--- src/rtl/matmul_loop_ctrl.sv ---
// matmul_loop_ctrl -- sequencing controller for the single-core matrix multiplier.
//
// Computes C[M x P] = A[M x N] * B[N x P] by walking row index i, column index j
// and inner index k. For each C element the sequence is: clear the accumulator,
// then for every k issue a read, wait out the memory latency and accumulate,
// and finally write the accumulator back to C.
//
// Parameters:
//   DATA_WIDTH : width of the dimension inputs and of the i/j/k indices
//   MEM_LAT    : cycles from rd_en to operand valid at the MAC (>= 1)
//
// Ports:
//   clk, rst_n            : rising-edge clock, asynchronous active-low reset
//   start                 : begin a multiply (sampled only while idle)
//   dim_m, dim_n, dim_p   : matrix dimensions, latched on the accepted start
//   busy                  : high in every state except idle
//   done                  : one-cycle completion pulse
//   err                   : sticky, last start had a zero dimension
//   i_idx, j_idx, k_idx   : current loop indices
//   rd_en, addr_a, addr_b : operand read strobe, A address i*N+k, B address k*P+j
//   wr_en, addr_c         : result write strobe, C address i*P+j
//   mac_clr, mac_en       : accumulator clear / accumulate strobes
//
// Optional feature (macro MATMUL_CTRL_ABORT_EN):
//   abort   : input, cancels a run from any busy state except DONE
//   aborted : output, one-cycle pulse in the cycle after an accepted abort

module matmul_loop_ctrl #(
    parameter int DATA_WIDTH = 8,
    parameter int MEM_LAT    = 2
) (
    input  logic                      clk,
    input  logic                      rst_n,
    input  logic                      start,
    input  logic [DATA_WIDTH-1:0]     dim_m,
    input  logic [DATA_WIDTH-1:0]     dim_n,
    input  logic [DATA_WIDTH-1:0]     dim_p,
    output logic                      busy,
    output logic                      done,
    output logic                      err,
    output logic [DATA_WIDTH-1:0]     i_idx,
    output logic [DATA_WIDTH-1:0]     j_idx,
    output logic [DATA_WIDTH-1:0]     k_idx,
    output logic                      rd_en,
    output logic [2*DATA_WIDTH-1:0]   addr_a,
    output logic [2*DATA_WIDTH-1:0]   addr_b,
    output logic                      wr_en,
    output logic [2*DATA_WIDTH-1:0]   addr_c,
    output logic                      mac_clr,
    output logic                      mac_en
`ifdef MATMUL_CTRL_ABORT_EN
    ,
    input  logic                      abort,
    output logic                      aborted
`endif
);

    localparam int AW = 2 * DATA_WIDTH;

    // WAIT occupies MEM_LAT-1 cycles; the counter is sized for at least one
    // bit so the design stays legal when MEM_LAT==1 and WAIT is unreachable.
    localparam int unsigned WAIT_CYC = (MEM_LAT > 1) ? MEM_LAT - 1 : 1;
    localparam int unsigned LAT_W    = (WAIT_CYC > 1) ? $clog2(WAIT_CYC) : 1;
    localparam logic [LAT_W-1:0] LAT_END = LAT_W'(WAIT_CYC - 1);

    typedef enum logic [2:0] {
        S_IDLE,
        S_CLR,
        S_RD,
        S_WAIT,
        S_MAC,
        S_WR,
        S_DONE
    } state_t;

    state_t                 state_q, state_d;
    logic [DATA_WIDTH-1:0]  m_q, m_d;
    logic [DATA_WIDTH-1:0]  n_q, n_d;
    logic [DATA_WIDTH-1:0]  p_q, p_d;
    logic [DATA_WIDTH-1:0]  i_q, i_d;
    logic [DATA_WIDTH-1:0]  j_q, j_d;
    logic [DATA_WIDTH-1:0]  k_q, k_d;
    logic                   err_q, err_d;
    logic [LAT_W-1:0]       lat_q, lat_d;
`ifdef MATMUL_CTRL_ABORT_EN
    logic                   aborted_q, aborted_d;
`endif

    // State register
    always_ff @(posedge clk or negedge rst_n) begin
        if (!rst_n) begin
            state_q <= S_IDLE;
        end else begin
            state_q <= state_d;
        end
    end

    // Loop counters, latched dimensions, error flag and latency counter
    always_ff @(posedge clk or negedge rst_n) begin
        if (!rst_n) begin
            m_q   <= '0;
            n_q   <= '0;
            p_q   <= '0;
            i_q   <= '0;
            j_q   <= '0;
            k_q   <= '0;
            err_q <= 1'b0;
            lat_q <= '0;
        end else begin
            m_q   <= m_d;
            n_q   <= n_d;
            p_q   <= p_d;
            i_q   <= i_d;
            j_q   <= j_d;
            k_q   <= k_d;
            err_q <= err_d;
            lat_q <= lat_d;
        end
    end

`ifdef MATMUL_CTRL_ABORT_EN
    always_ff @(posedge clk or negedge rst_n) begin
        if (!rst_n) begin
            aborted_q <= 1'b0;
        end else begin
            aborted_q <= aborted_d;
        end
    end

    assign aborted = aborted_q;
`endif

    // Next-state, counter updates and strobes
    always_comb begin
        state_d = state_q;
        m_d     = m_q;
        n_d     = n_q;
        p_d     = p_q;
        i_d     = i_q;
        j_d     = j_q;
        k_d     = k_q;
        err_d   = err_q;
        lat_d   = lat_q;
        busy    = (state_q != S_IDLE);
        done    = 1'b0;
        mac_clr = 1'b0;
        rd_en   = 1'b0;
        mac_en  = 1'b0;
        wr_en   = 1'b0;
`ifdef MATMUL_CTRL_ABORT_EN
        aborted_d = 1'b0;
`endif

        case (state_q)
            S_IDLE: begin
                if (start) begin
                    if (dim_m == '0 || dim_n == '0 || dim_p == '0) begin
                        err_d   = 1'b1;
                        state_d = S_DONE;
                    end else begin
                        m_d     = dim_m;
                        n_d     = dim_n;
                        p_d     = dim_p;
                        i_d     = '0;
                        j_d     = '0;
                        k_d     = '0;
                        err_d   = 1'b0;
                        state_d = S_CLR;
                    end
                end
            end
            S_CLR: begin
                mac_clr = 1'b1;
                state_d = S_RD;
            end
            S_RD: begin
                rd_en   = 1'b1;
                lat_d   = '0;
                state_d = (MEM_LAT > 1) ? S_WAIT : S_MAC;
            end
            S_WAIT: begin
                if (lat_q == LAT_END) begin
                    state_d = S_MAC;
                end else begin
                    lat_d = lat_q + 1'b1;
                end
            end
            S_MAC: begin
                mac_en = 1'b1;
                // Compare against dim-1 before incrementing so a dimension of
                // 2^DATA_WIDTH-1 never wraps the index.
                if (k_q == n_q - 1'b1) begin
                    state_d = S_WR;
                end else begin
                    k_d     = k_q + 1'b1;
                    state_d = S_RD;
                end
            end
            S_WR: begin
                wr_en = 1'b1;
                k_d   = '0;
                if (j_q != p_q - 1'b1) begin
                    j_d     = j_q + 1'b1;
                    state_d = S_CLR;
                end else if (i_q != m_q - 1'b1) begin
                    j_d     = '0;
                    i_d     = i_q + 1'b1;
                    state_d = S_CLR;
                end else begin
                    state_d = S_DONE;
                end
            end
            S_DONE: begin
                done    = 1'b1;
                state_d = S_IDLE;
            end
            default: begin
                state_d = S_IDLE;
            end
        endcase

`ifdef MATMUL_CTRL_ABORT_EN
        // Abort overrides whatever the case above chose; DONE is allowed to
        // finish so a completed run is never reported as aborted.
        if (abort && state_q != S_IDLE && state_q != S_DONE) begin
            state_d   = S_IDLE;
            i_d       = '0;
            j_d       = '0;
            k_d       = '0;
            aborted_d = 1'b1;
        end
`endif
    end

    assign err   = err_q;
    assign i_idx = i_q;
    assign j_idx = j_q;
    assign k_idx = k_q;

    // Full-width unsigned address arithmetic from indices and latched dims
    assign addr_a = AW'(i_q) * AW'(n_q) + AW'(k_q);
    assign addr_b = AW'(k_q) * AW'(p_q) + AW'(j_q);
    assign addr_c = AW'(i_q) * AW'(p_q) + AW'(j_q);

endmodule

--- config.mk ---
export PLATFORM = sky130hd
export DESIGN_NAME = matmul_loop_ctrl
export DESIGN_NICKNAME = d
export VERILOG_FILES = /design/src/rtl/matmul_loop_ctrl.sv
export SDC_FILE = /design/constraint.sdc
export NUM_CORES = 1
export LEC_CHECK = 0
export BUFFER_PORTS_ARGS = -buffer_cell sky130_fd_sc_hd__clkbuf_2
export CORE_MARGIN = 1.5
export CORE_UTILIZATION = 50
export CTS_CLUSTER_DIAMETER = 40
export DETAILED_ROUTE_END_ITERATION = 16
export GPL_TIMING_DRIVEN = 0
export HOLD_SLACK_MARGIN = 0.15
export PLACE_DENSITY = 0.7
export SYNTH_ARGS = -nofsm -noshare
export SYNTH_HDL_FRONTEND = slang
export SYNTH_SLANG_ARGS = --single-unit
--- constraint.sdc ---
create_clock -name clk -period 8.8 [get_ports clk]
set_input_delay 0.88 -clock clk [delete_from_list [all_inputs] [get_ports clk]]
set_output_delay 0.88 -clock clk [all_outputs]
set_load 0.005 [all_outputs]
==> impl_results.md, run 1 <==
- Post-Syn Nets: 1,463
- Cell taking the most area after synthesis: fa_1
- Least-Margin Pin Slew: 0.7910 ns
- Critical Path RT: 7.92 ns
- Max VDD drop: 0.09032 mV
- CP Class: flip-flop to output port
- Final Setup Violations: 0
- Synth top area share: 0.2633
- WP data arrival: 5.87 ns
- FFs w/ async S/R, synth: 1.000
- Crit-path max FO: 10
- Post-CTS Setup Inserts: 0
- Hold Crit Start: m_q[7]
- DR iter-0 viols: 446
- Synth Cell Area: 10,040 um2
- Wirelength, routed: 24,840 um
- Crit path launch: i_idx[6]
- Starting density of the core: 0.5123
- Fin nets: 1,576
- Dpl cell area: 10,890 um2
- Via count: 8,370
- Met3 Wirelength: 1328 um
- Max_slew headroom: 0.4657
- RSZ-0062 raised after global routing: no
- H-tree depth: 2
- TritonCTS Buffers: 5
- Vias in the first global route: 8,203
- Overall Global Routing Usage: 0.2499
- Clk Latency, worst-skew pair: 0.30 ns
- Hold Path Class: flip-flop to flip-flop
- Grt total ovfl: 0
- Largest net degree at the start of global routing: 53
- Worst reg2reg startpoint: n_q[0]
- Initial antenna violation count: 0
- Uppermost layer routed: met4
- Antenna cell count: 0
- FILL cells: 1,887
- Netlist cell types: 59
- Clk_skew: 0.008005 ns
- Tcrit/Tclk final: 0.7673
- DR WL met2: 11,720 um
- Tot Pwr: 1.519 mW
- Share of cells above drive strength 1: 0.1051
- Most area-consuming cells after synthesis: fa_1 26%, ha_1 14%, dfrtp_1 13%
- CTS tree: yes
- Status: completed
- Die area: 20,930 um2
- Internal reg-to-reg setup slack: 5.64 ns
- Seq/Total Area, Yosys: 0.1297
- Die span in x: 144.7 um
- Min Tclk post-route: 6.752 ns
- Mapped Cells: 1,190
- Warnings, synthesis: 0
- Reg clk slew, reported paths: 0.07 ns
- DRC violations left: 0
- PostCTS Resize Cnt: 0
- Met1 Routed Length: 11,050 um
- Clock Tree Root: clkbuf_16
- #FFs+latches synth: 52
- Core area: 19,590 um2
- Final Core Density: 0.5639
- Max Freq: 148.1 MHz
- Site Rows: 51
- Final hold violation count: 0
- DR WL/cell: 15.84 um
- IO Pins: 106
- Worst setup SP type: flip-flop
- Half-perimeter wire length after placement: 20,500 um
- Number of synthesized flops with an enable pin: 0
- Setup tns final: 0 ns
- Routability congestion estimate: 0.9412
- Number of iterations in the first detailed-routing pass: 5
- Max-slew violation count: 0
- Hold WS: 0.5087 ns
- Main synth FF type: dfrtp_1
- First-pass GRT wire length: 40,570 um
- Hold buffers post-CTS: 0
- Buffer depth of the longest clock path: 2
- Endpoint class of the critical path: output port
- Post-route design area: 11,050 um2
- Mean Syn Cell Area: 8.434 um2
- CTS Sinks: 52
- Power per standard cell area: 137.5 nW/um2
- Vias per cell: 5.338
- Final ANT Viol Nets: 0
- Area grow syn2layout: 10.07%
- Die H: 144.7 um
- Number of max-cap violations: 0
- Leak: 6.076 nW
- # port buffers: 105
[critical path: stages (launching register included)]
cell,delay [ns]
dfrtp_1,0.40
clkbuf_1,0.47
clkbuf_1,0.54
nand2_1,0.16
fa_1,0.54
inv_1,0.06
fa_1,0.50
inv_1,0.06
fa_1,0.50
fa_1,0.50
inv_1,0.04
ha_1,0.31
a21oi_1,0.22
nor2b_1,0.09
o41ai_1,0.36
o21ai_0,0.20
o41ai_1,0.35
xnor2_1,0.16
clkbuf_2,0.13
[routing by layer]
layer,GRT usage,vias to the layer above
li1,-,4006
met1,0.3424,4068
met2,0.4130,260
met3,0.02929,36
met4,0.08347,0
met5,0,-
[worst paths after layout]
| path | depth (start not counted) | end |
|---|---|---|
| max | 18 | addr_c[15] |
| min | 2 | m_q[7] |
| max reg2reg | 11 | k_idx[6] |
| min reg2reg | 2 | m_q[7] |
| max in group asynchronous | 2 | k_idx[3] |
| min in group asynchronous | 1 | state_q[1] |
[final cells by class]
| class | count | area, um2 | share of cell area |
|---|---|---|---|
| buffer | 60 | 240.2 | 0.02175 |
| clock buffer | 6 | 128.9 | 0.01167 |
| clock inverter | 1 | 5.005 | 0.0004531 |
| inverter | 203 | 762.0 | 0.06898 |
| multi-input combinational | 875 | 7732 | 0.7000 |
| sequential | 52 | 1301 | 0.1178 |
| tap | 265 | 331.6 | 0.03001 |
| timing repair buffer | 106 | 545.5 | 0.04938 |
[where the power goes]
group | leakage (nW) | internal, mW | switching [mW]
clock network | 0.0667 | 0.104 | 0.0914
logic | 5.33 | 0.335 | 0.602
registers | 0.680 | 0.309 | 0.0776
[cells in the final DEF, fill, tap and decap left out, types with 3 or more instances in the layout]
master / count
buf_2: 10
nand3b_1: 4
clkbuf_2: 104
or2_2: 5
nor3b_1: 5
nand4_1: 6
o41ai_1: 7
a21oi_1: 36
xnor2_1: 39
nand3_1: 14
nor2_1: 38
inv_1: 203
clkbuf_16: 5
fa_1: 132
and2_1: 111
a31oi_1: 4
mux2i_1: 5
o21ba_2: 3
o31ai_1: 3
a21o_1: 7
ha_1: 114
nand2b_1: 3
o211ai_1: 7
nor4_1: 9
nand2_1: 165
dfrtp_1: 52
or4_1: 3
nor2b_1: 5
and3_1: 8
nor3_1: 26
clkbuf_1: 51
o21a_1: 6
xor2_1: 23
o21bai_1: 5
or3_1: 17
a22o_1: 3
o21ai_0: 35
[cell usage after synthesis, types with 7 or more instances]
library cell and number:
nor4_1 9, nand2_1 165, buf_2 9, nor3_1 26, o21ai_0 35, nand3_1 14
and3_1 8, or3_1 17, ha_1 114, xor2_1 23, fa_1 132, o41ai_1 7
xnor2_1 39, a21o_1 7, and2_1 111, dfrtp_1 52, o211ai_1 7, clkbuf_1 50
nor2_1 38, inv_1 203, a21oi_1 36
[registers in the layout (all words and copies together), names as in the netlist]
name / count
err: 1
i_idx: 8
j_idx: 8
k_idx: 8
m_q: 8
n_q: 8
p_q: 8
state_q: 3
[stage by stage]
stage	setup WS, ns	cells
6_report	2.048	1568
2_1_floorplan	3.332	1190
3_3_place_gp	2.419	1560
5_1_grt	1.624	1568
4_1_cts	2.010	1567
3_5_place_dp	2.346	1560
[logic make-up after synthesis]
| family | share of synthesized area |
|---|---|
| flip-flops | 0.1297 |
| XOR/XNOR | 0.05648 |
| multiplexers | 0.007231 |
| AND/OR/NAND/NOR | 0.2124 |
| adder cells (fa/ha/maj) | 0.4054 |
| AO/OA/AOI/OAI | 0.08889 |
| buffers and inverters | 0.09986 |
(Power assumes the default switching activity.)
==> run 2: changes to the inputs <==
PLACE_DENSITY = 0.72   (was 0.7)
clock period = 5.8 ns   (was 8.8 ns; I/O delays follow)
==> run 2 against run 1 <==
Effect of this change: critical endpoint is now addr_b[15]; worst hold slack lost 0.31 ns; final area increased by 1.3%; critical path depth up 1; routed wire length is 0.43% lower; sequential share of layout area is essentially flat; total power rose by 52%; largest power group unchanged; clock-buffer cell count is 1 higher; final cell count shrank 0.38%; global-route usage decreased by 0.21 points.
==> impl_results.md, run 2 (same netlist as run 1, synthesis figures left out) <==
- Hold Path Class: primary input to async pin
- Tcrit/Tclk final: 0.9585
- Endpoint class of the critical path: output port
- CP Class: flip-flop to output port
- Internal reg-to-reg setup slack: 2.46 ns (-3.18 ns)
- Half-perimeter wire length after placement: 20,590 um (+0.42%)
- Site Rows: 51 (unchanged)
- Buffer depth of the longest clock path: 2 (unchanged)
- Final Core Density: 0.5710 (+0.007090)
- H-tree depth: 2 (unchanged)
- Die area: 20,930 um2 (unchanged)
- Worst reg2reg startpoint: n_q[2]
- Slowest stage delay, CP: 0.55 ns (about the same)
- IO Pins: 106 (unchanged)
- Max Freq: 179.9 MHz
- Vias per cell: 5.372 (+0.64%)
- First-pass GRT wire length: 40,300 um (-0.66%)
- Clk_skew: 0.008583 ns (+0.0005784 ns)
- Initial antenna violation count: 0 (unchanged)
- Worst slack, placed: -0.3525 ns (-2.698 ns)
- Slowest stage cell, crit path: dfrtp_1
- Wirelength, routed: 24,730 um (-0.43%)
- Vias in the first global route: 8,161 (-0.51%)
- Kind of cell adding the most delay to the critical path: adder cells
- Final ANT Viol Nets: 0 (unchanged)
- Crit path cell chain: clkbuf_2 -> nand2_1 -> fa_1 -> inv_1 -> ha_1 -> ha_1 -> inv_1 -> fa_1 -> inv_1 -> ha_1 -> fa_1 -> a21o_1 -> a21oi_1 -> nor2b_1 -> o41ai_2 -> o211ai_1 -> o211ai_1 -> xnor2_1 -> clkbuf_2
- # port buffers: 105 (unchanged)
- Area grow syn2layout: 11.46%
- Hold WS: 0.2037 ns (-0.3050 ns)
- Power per standard cell area: 206.9 nW/um2 (+50%)
- Leak: 6.221 nW (+2.4%)
- R2R cell count: 8 (-3)
- Worst R2R End: k_idx[2]
- Via count: 8,391 (+0.25%)
- Worst setup SP type: flip-flop
- Least-Margin Pin Slew: 0.8771 ns (+0.08611 ns)
- TritonCTS Buffers: 5 (unchanged)
- CTS Sinks: 52 (unchanged)
- Number of iterations in the first detailed-routing pass: 5 (unchanged)
- Overall Global Routing Usage: 0.2477 (-0.002109)
- DR WL/cell: 15.83 um (about the same)
- DRC violations left: 0 (unchanged)
- Most common cell after layout, fill and taps aside: inv_1
- Number of max-cap violations: 0 (unchanged)
- Clk Latency, worst-skew pair: 0.30 ns (about the same)
- DR iter-0 viols: 573 (+28%)
- Crit-path max FO: 10 (unchanged)
- Max-slew violation count: 0 (unchanged)
- Min Tclk post-route: 5.559 ns
- Final Setup Violations: 0 (unchanged)
- Starting density of the core: 0.5123 (unchanged)
- Die span in x: 144.7 um (unchanged)
- CTS tree: yes
- Largest net degree at the start of global routing: 53 (unchanged)
- Critical Path RT: 5.22 ns (-2.70 ns)
- Final hold violation count: 0 (unchanged)
- Max VDD drop: 0.1382 mV (+53%)
- Tot Pwr: 2.314 mW (+52%)
- Routability congestion estimate: 0.9392 (-0.21%)
- Status: completed
- Reg clk slew, reported paths: 0.07 ns (about the same)
- Clock Tree Root: clkbuf_16
- Grt total ovfl: 0 (unchanged)
- WP data arrival: 4.98 ns (-0.89 ns)
- Share of cells above drive strength 1: 0.1442 (+0.03904)
- Die H: 144.7 um (unchanged)
- Final WS setup: 0.2409 ns (-1.807 ns)
- Commonest cells after routing, fill and taps aside: 203 x inv_1, 165 x nand2_1, 132 x fa_1, 114 x ha_1, 112 x clkbuf_2
- Max_slew headroom: 0.4076 (-0.05816)
- Antenna cell count: 0 (unchanged)
- Buffers & Inverters on Critical Path: 5 (-1)
- Fin nets: 1,570 (-0.38%)
- Core area: 19,590 um2 (unchanged)
==> run 2: cell count changes in the layout (fill, tap and decap cells not counted), sizes merged <==
| cell | change |
|---|---|
| clkbuf | -18 |
| buf | +13 |
| clkinv | -1 |
==> run 2: layout make-up <==
type / count / area [um2]
clock buffers: 7 / 152.6
plain buffers: 44 / 230.2
inverters: 203 / 762.0
multi-input cells: 875 / 7770
fillers: 1802 / 8404
well taps: 265 / 331.6
repair buffers: 116 / 620.6
flip-flops and latches: 52 / 1319
==> run 2: stage by stage <==
| step | cells | cell area [um2] | TNS, ns |
|---|---|---|---|
| 2_1_floorplan | 1190 | 10040 | 0 |
| 3_3_place_gp | 1560 | 10890 | -0.4147 |
| 3_5_place_dp | 1560 | 10890 | -0.7369 |
| 4_1_cts | 1555 | 11050 | 0 |
| 5_1_grt | 1562 | 11190 | -0.02780 |
| 6_report | 1562 | 11190 | 0 |
==> run 2: repair_timing <==
item	in CTS	in global routing
setup buffers	0	10
hold buffers	0	0
setup endpoints to repair	17	10
resized for setup	29	35
cloned	0	0
==> run 2: worst max-delay path by stage <==
stage                     slack (ns)  cells past startpoint          to      from
after floorplan                 0.63                     17  addr_c[15]  i_idx[5]
after global placement         -0.31                     20  addr_c[15]  i_idx[3]
after detailed placement       -0.35                     20  addr_c[15]  i_idx[3]
after CTS                       0.02                     18  addr_a[14]  i_idx[4]
after global routing           -0.03                     19  addr_c[15]  i_idx[3]
final                           0.24                     19  addr_b[15]  k_idx[2]
==> run 2: where the power goes <==
part           internal [mW]  switching [mW]
Sequential             0.472           0.191
Clock                  0.182           0.134
Combinational          0.513           0.822
==> run 2: routing by layer <==
| metal | up-vias | wire length, um | track usage |
|---|---|---|---|
| met4 | 0 | 872 | 0.08931 |
| met1 | 4085 | 10720 | 0.3358 |
| met2 | 258 | 11810 | 0.4117 |
| met3 | 54 | 1336 | 0.02797 |
| met5 | - | 0 | 0 |
| li1 | 3994 | - | - |
==> run 3: changes to the inputs <==
REMOVE_ABC_BUFFERS = 1   (was unset)
==> run 3 against run 2 <==
Effect of this change: total power decreased by 5.6%; flip-flop and latch count unchanged; sequential share of layout area increased by 0.52 points; die area unchanged; non-clock buffer count decreased by 53; combinational power decreased by 25%; clock power decreased by 3%; critical endpoint is now addr_b[14]; highest routed layer unchanged.
==> impl_results.md, run 3 (same netlist as run 1, synthesis figures left out) <==
- DRC violations left: 0 (unchanged)
- Die span in x: 144.7 um (unchanged)
- Final Core Density: 0.5573 (-0.01373)
- CTS tree: yes
- Grt total ovfl: 0 (unchanged)
- Area grow syn2layout: 8.777%
- Worst reg2reg startpoint: state_q[0]
- First-pass GRT wire length: 37,880 um (-6.0%)
- Most frequent CP cell: inv_1
- Number of iterations in the first detailed-routing pass: 5 (unchanged)
- Max VDD drop: 0.2019 mV (+46%)
- Buffer depth of the longest clock path: 2 (unchanged)
- Starting density of the core: 0.5123 (unchanged)
- Die area: 20,930 um2 (unchanged)
- Largest net degree at the start of global routing: 53 (unchanged)
- Status: completed
- Final Setup Violations: 0 (unchanged)
- Via count: 8,170 (-2.6%)
- Post-Layout Cell Count: 1,510 (-3.3%)
- Most common cell after layout, fill and taps aside: inv_1
- Clock network power share: 0.141 (+0.005)
- Max_slew headroom: 0.3037 (-0.1039)
- Die H: 144.7 um (unchanged)
- Gate power share: 0.465 (-0.112)
- Power per standard cell area: 200.0 nW/um2 (-3.3%)
- WP data arrival: 4.99 ns (about the same)
- Overall Global Routing Usage: 0.2259 (-0.02180)
- Leak: 5.995 nW (-3.6%)
- Max-slew violation count: 0 (unchanged)
- Vias per cell: 5.411 (+0.72%)
- IO Pins: 106 (unchanged)
- Number of max-cap violations: 0 (unchanged)
- Initial antenna violation count: 0 (unchanged)
- Vias in the first global route: 7,944 (-2.7%)
- Crit path cell chain: inv_1 -> nor2_1 -> fa_1 -> inv_1 -> fa_1 -> inv_1 -> fa_1 -> inv_1 -> fa_1 -> inv_1 -> ha_1 -> or3_1 -> o21ai_0 -> o31ai_1 -> o41ai_1 -> xnor2_1 -> clkbuf_2
- R2R cell count: 7 (-1)
- DR iter-0 viols: 434 (-24%)
- Commonest cells after routing, fill and taps aside: 202 x inv_1, 165 x nand2_1, 132 x fa_1, 114 x ha_1, 111 x and2_1
- Placed insts: 1,500 (-3.8%)
- Routability congestion estimate: 0.8330 (-11%)
- NetSw: 1.084 mW (-5.5%)
- Buffers & Inverters on Critical Path: 6 (+1)
- Half-perimeter wire length after placement: 17,670 um (-14%)
- Final ANT Viol Nets: 0 (unchanged)
- CTS Sinks: 52 (unchanged)
- Clk_skew: 0.007271 ns (-0.001312 ns)
- Fin nets: 1,517 (-3.4%)
- Flop pwr share: 0.395 (+0.109)
- Switching share of power: 0.4965 (+0.0007318)
- Slowest stage delay, CP: 0.54 ns (about the same)
- Max Freq: 179.5 MHz (-0.19%)
- Tcrit/Tclk final: 0.9603 (+0.001849)
- Core area: 19,590 um2 (unchanged)
- Worst setup SP type: flip-flop
- Final hold violation count: 0 (unchanged)
- TritonCTS Buffers: 5 (unchanged)
- Slowest stage cell, crit path: fa_1
- Wirelength, routed: 23,060 um (-6.8%)
- # port buffers: 105 (unchanged)
- Min Tclk post-route: 5.570 ns (+0.01072 ns)
- Least-Margin Pin Slew: 1.044 ns (+0.1672 ns)
- DR WL/cell: 15.27 um (-3.6%)
- Antenna cell count: 0 (unchanged)
- Critical Path RT: 5.22 ns (about the same)
- Share of cells above drive strength 1: 0.1269 (-0.01727)
- Internal reg-to-reg setup slack: 2.16 ns (-0.30 ns)
- Crit-path max FO: 14 (+4)
- Setup tns final: 0 ns (unchanged)
- FILL cells: 1,818 (+0.89%)
- Endpoint class of the critical path: output port
- Clock Tree Root: clkbuf_16
- Worst R2R End: i_idx[7]
- Reg clk slew, reported paths: 0.07 ns (about the same)
- Kind of cell adding the most delay to the critical path: adder cells
- H-tree depth: 2 (unchanged)
- Hold Path Class: primary input to async pin
- Pint: 1.099 mW (-5.8%)
- Clk Latency, worst-skew pair: 0.29 ns (about the same)
- CP Class: flip-flop to output port
- RSZ-0062 raised after global routing: no
- Site Rows: 51 (unchanged)
## run 3: cell types whose count changed in the layout (fill, tap and decap cells not counted), sizes merged
| cell | previous run | this run |
|---|---|---|
| buf | 25 | 3 |
| clkbuf | 142 | 110 |
| clkinv | 0 | 1 |
| inv | 203 | 204 |
## run 3: area by class of cell
cell class / instances / area [um2] / area share
Multi-Input combinational cell: 875 / 7770 / 0.7117
Inverter: 203 / 762.0 / 0.06980
Sequential cell: 52 / 1344 / 0.1231
Tap cell: 265 / 331.6 / 0.03037
Timing Repair Buffer: 107 / 556.8 / 0.05100
Clock inverter: 2 / 13.76 / 0.001261
Clock buffer: 6 / 138.9 / 0.01272
## run 3: what timing repair did
| item | CTS | global route |
|---|---|---|
| hold buffers | 0 | 0 |
| gates resized for setup | 9 | 24 |
| buffers inserted | 0 | 1 |
| setup endpoints to repair | 4 | 9 |
## run 3: per-stage QoR
step                hold WS, ns  setup slack [ns]  total power [mW]  area [um2]
finish                   0.1596            0.2302             2.183       10920
detailed placement       0.4939           0.03932             1.853       10660
global placement         0.4817           0.01494             1.824       10650
floorplan                0.2844            0.8733             1.430        9796
global route             0.1754           0.01769             2.383       10920
CTS                      0.4912          0.001566             2.169       10830
## run 3: routing by layer
metal | GRT usage | share of wire | wire, um
met1 | 0.3011 | 0.43 | 10030
met2 | 0.4064 | 0.50 | 11620
met3 | 0.01612 | 0.044 | 1023
met4 | 0.04413 | 0.017 | 387
met5 | 0 | 0 | 0
## run 3: how the worst max path moves through the flow
stage | start | endpoint | cells past startpoint
2_1_floorplan | p_q[0] | addr_c[15] | 17
3_3_place_gp | i_idx[3] | addr_c[15] | 18
3_5_place_dp | i_idx[3] | addr_c[15] | 18
4_1_cts | p_q[1] | addr_c[15] | 18
5_1_grt | k_idx[5] | addr_b[14] | 17
6_report | k_idx[5] | addr_b[14] | 17
## run 3: power by group through the flow
stage	Combinational [mW]	Sequential (mW)	Clock, mW
detailed placement	1.01	0.848	0
global placement	0.978	0.847	0
floorplan	0.739	0.691	0
global route	1.16	0.894	0.326
finish	1.01	0.861	0.308
CTS	1.01	0.844	0.312
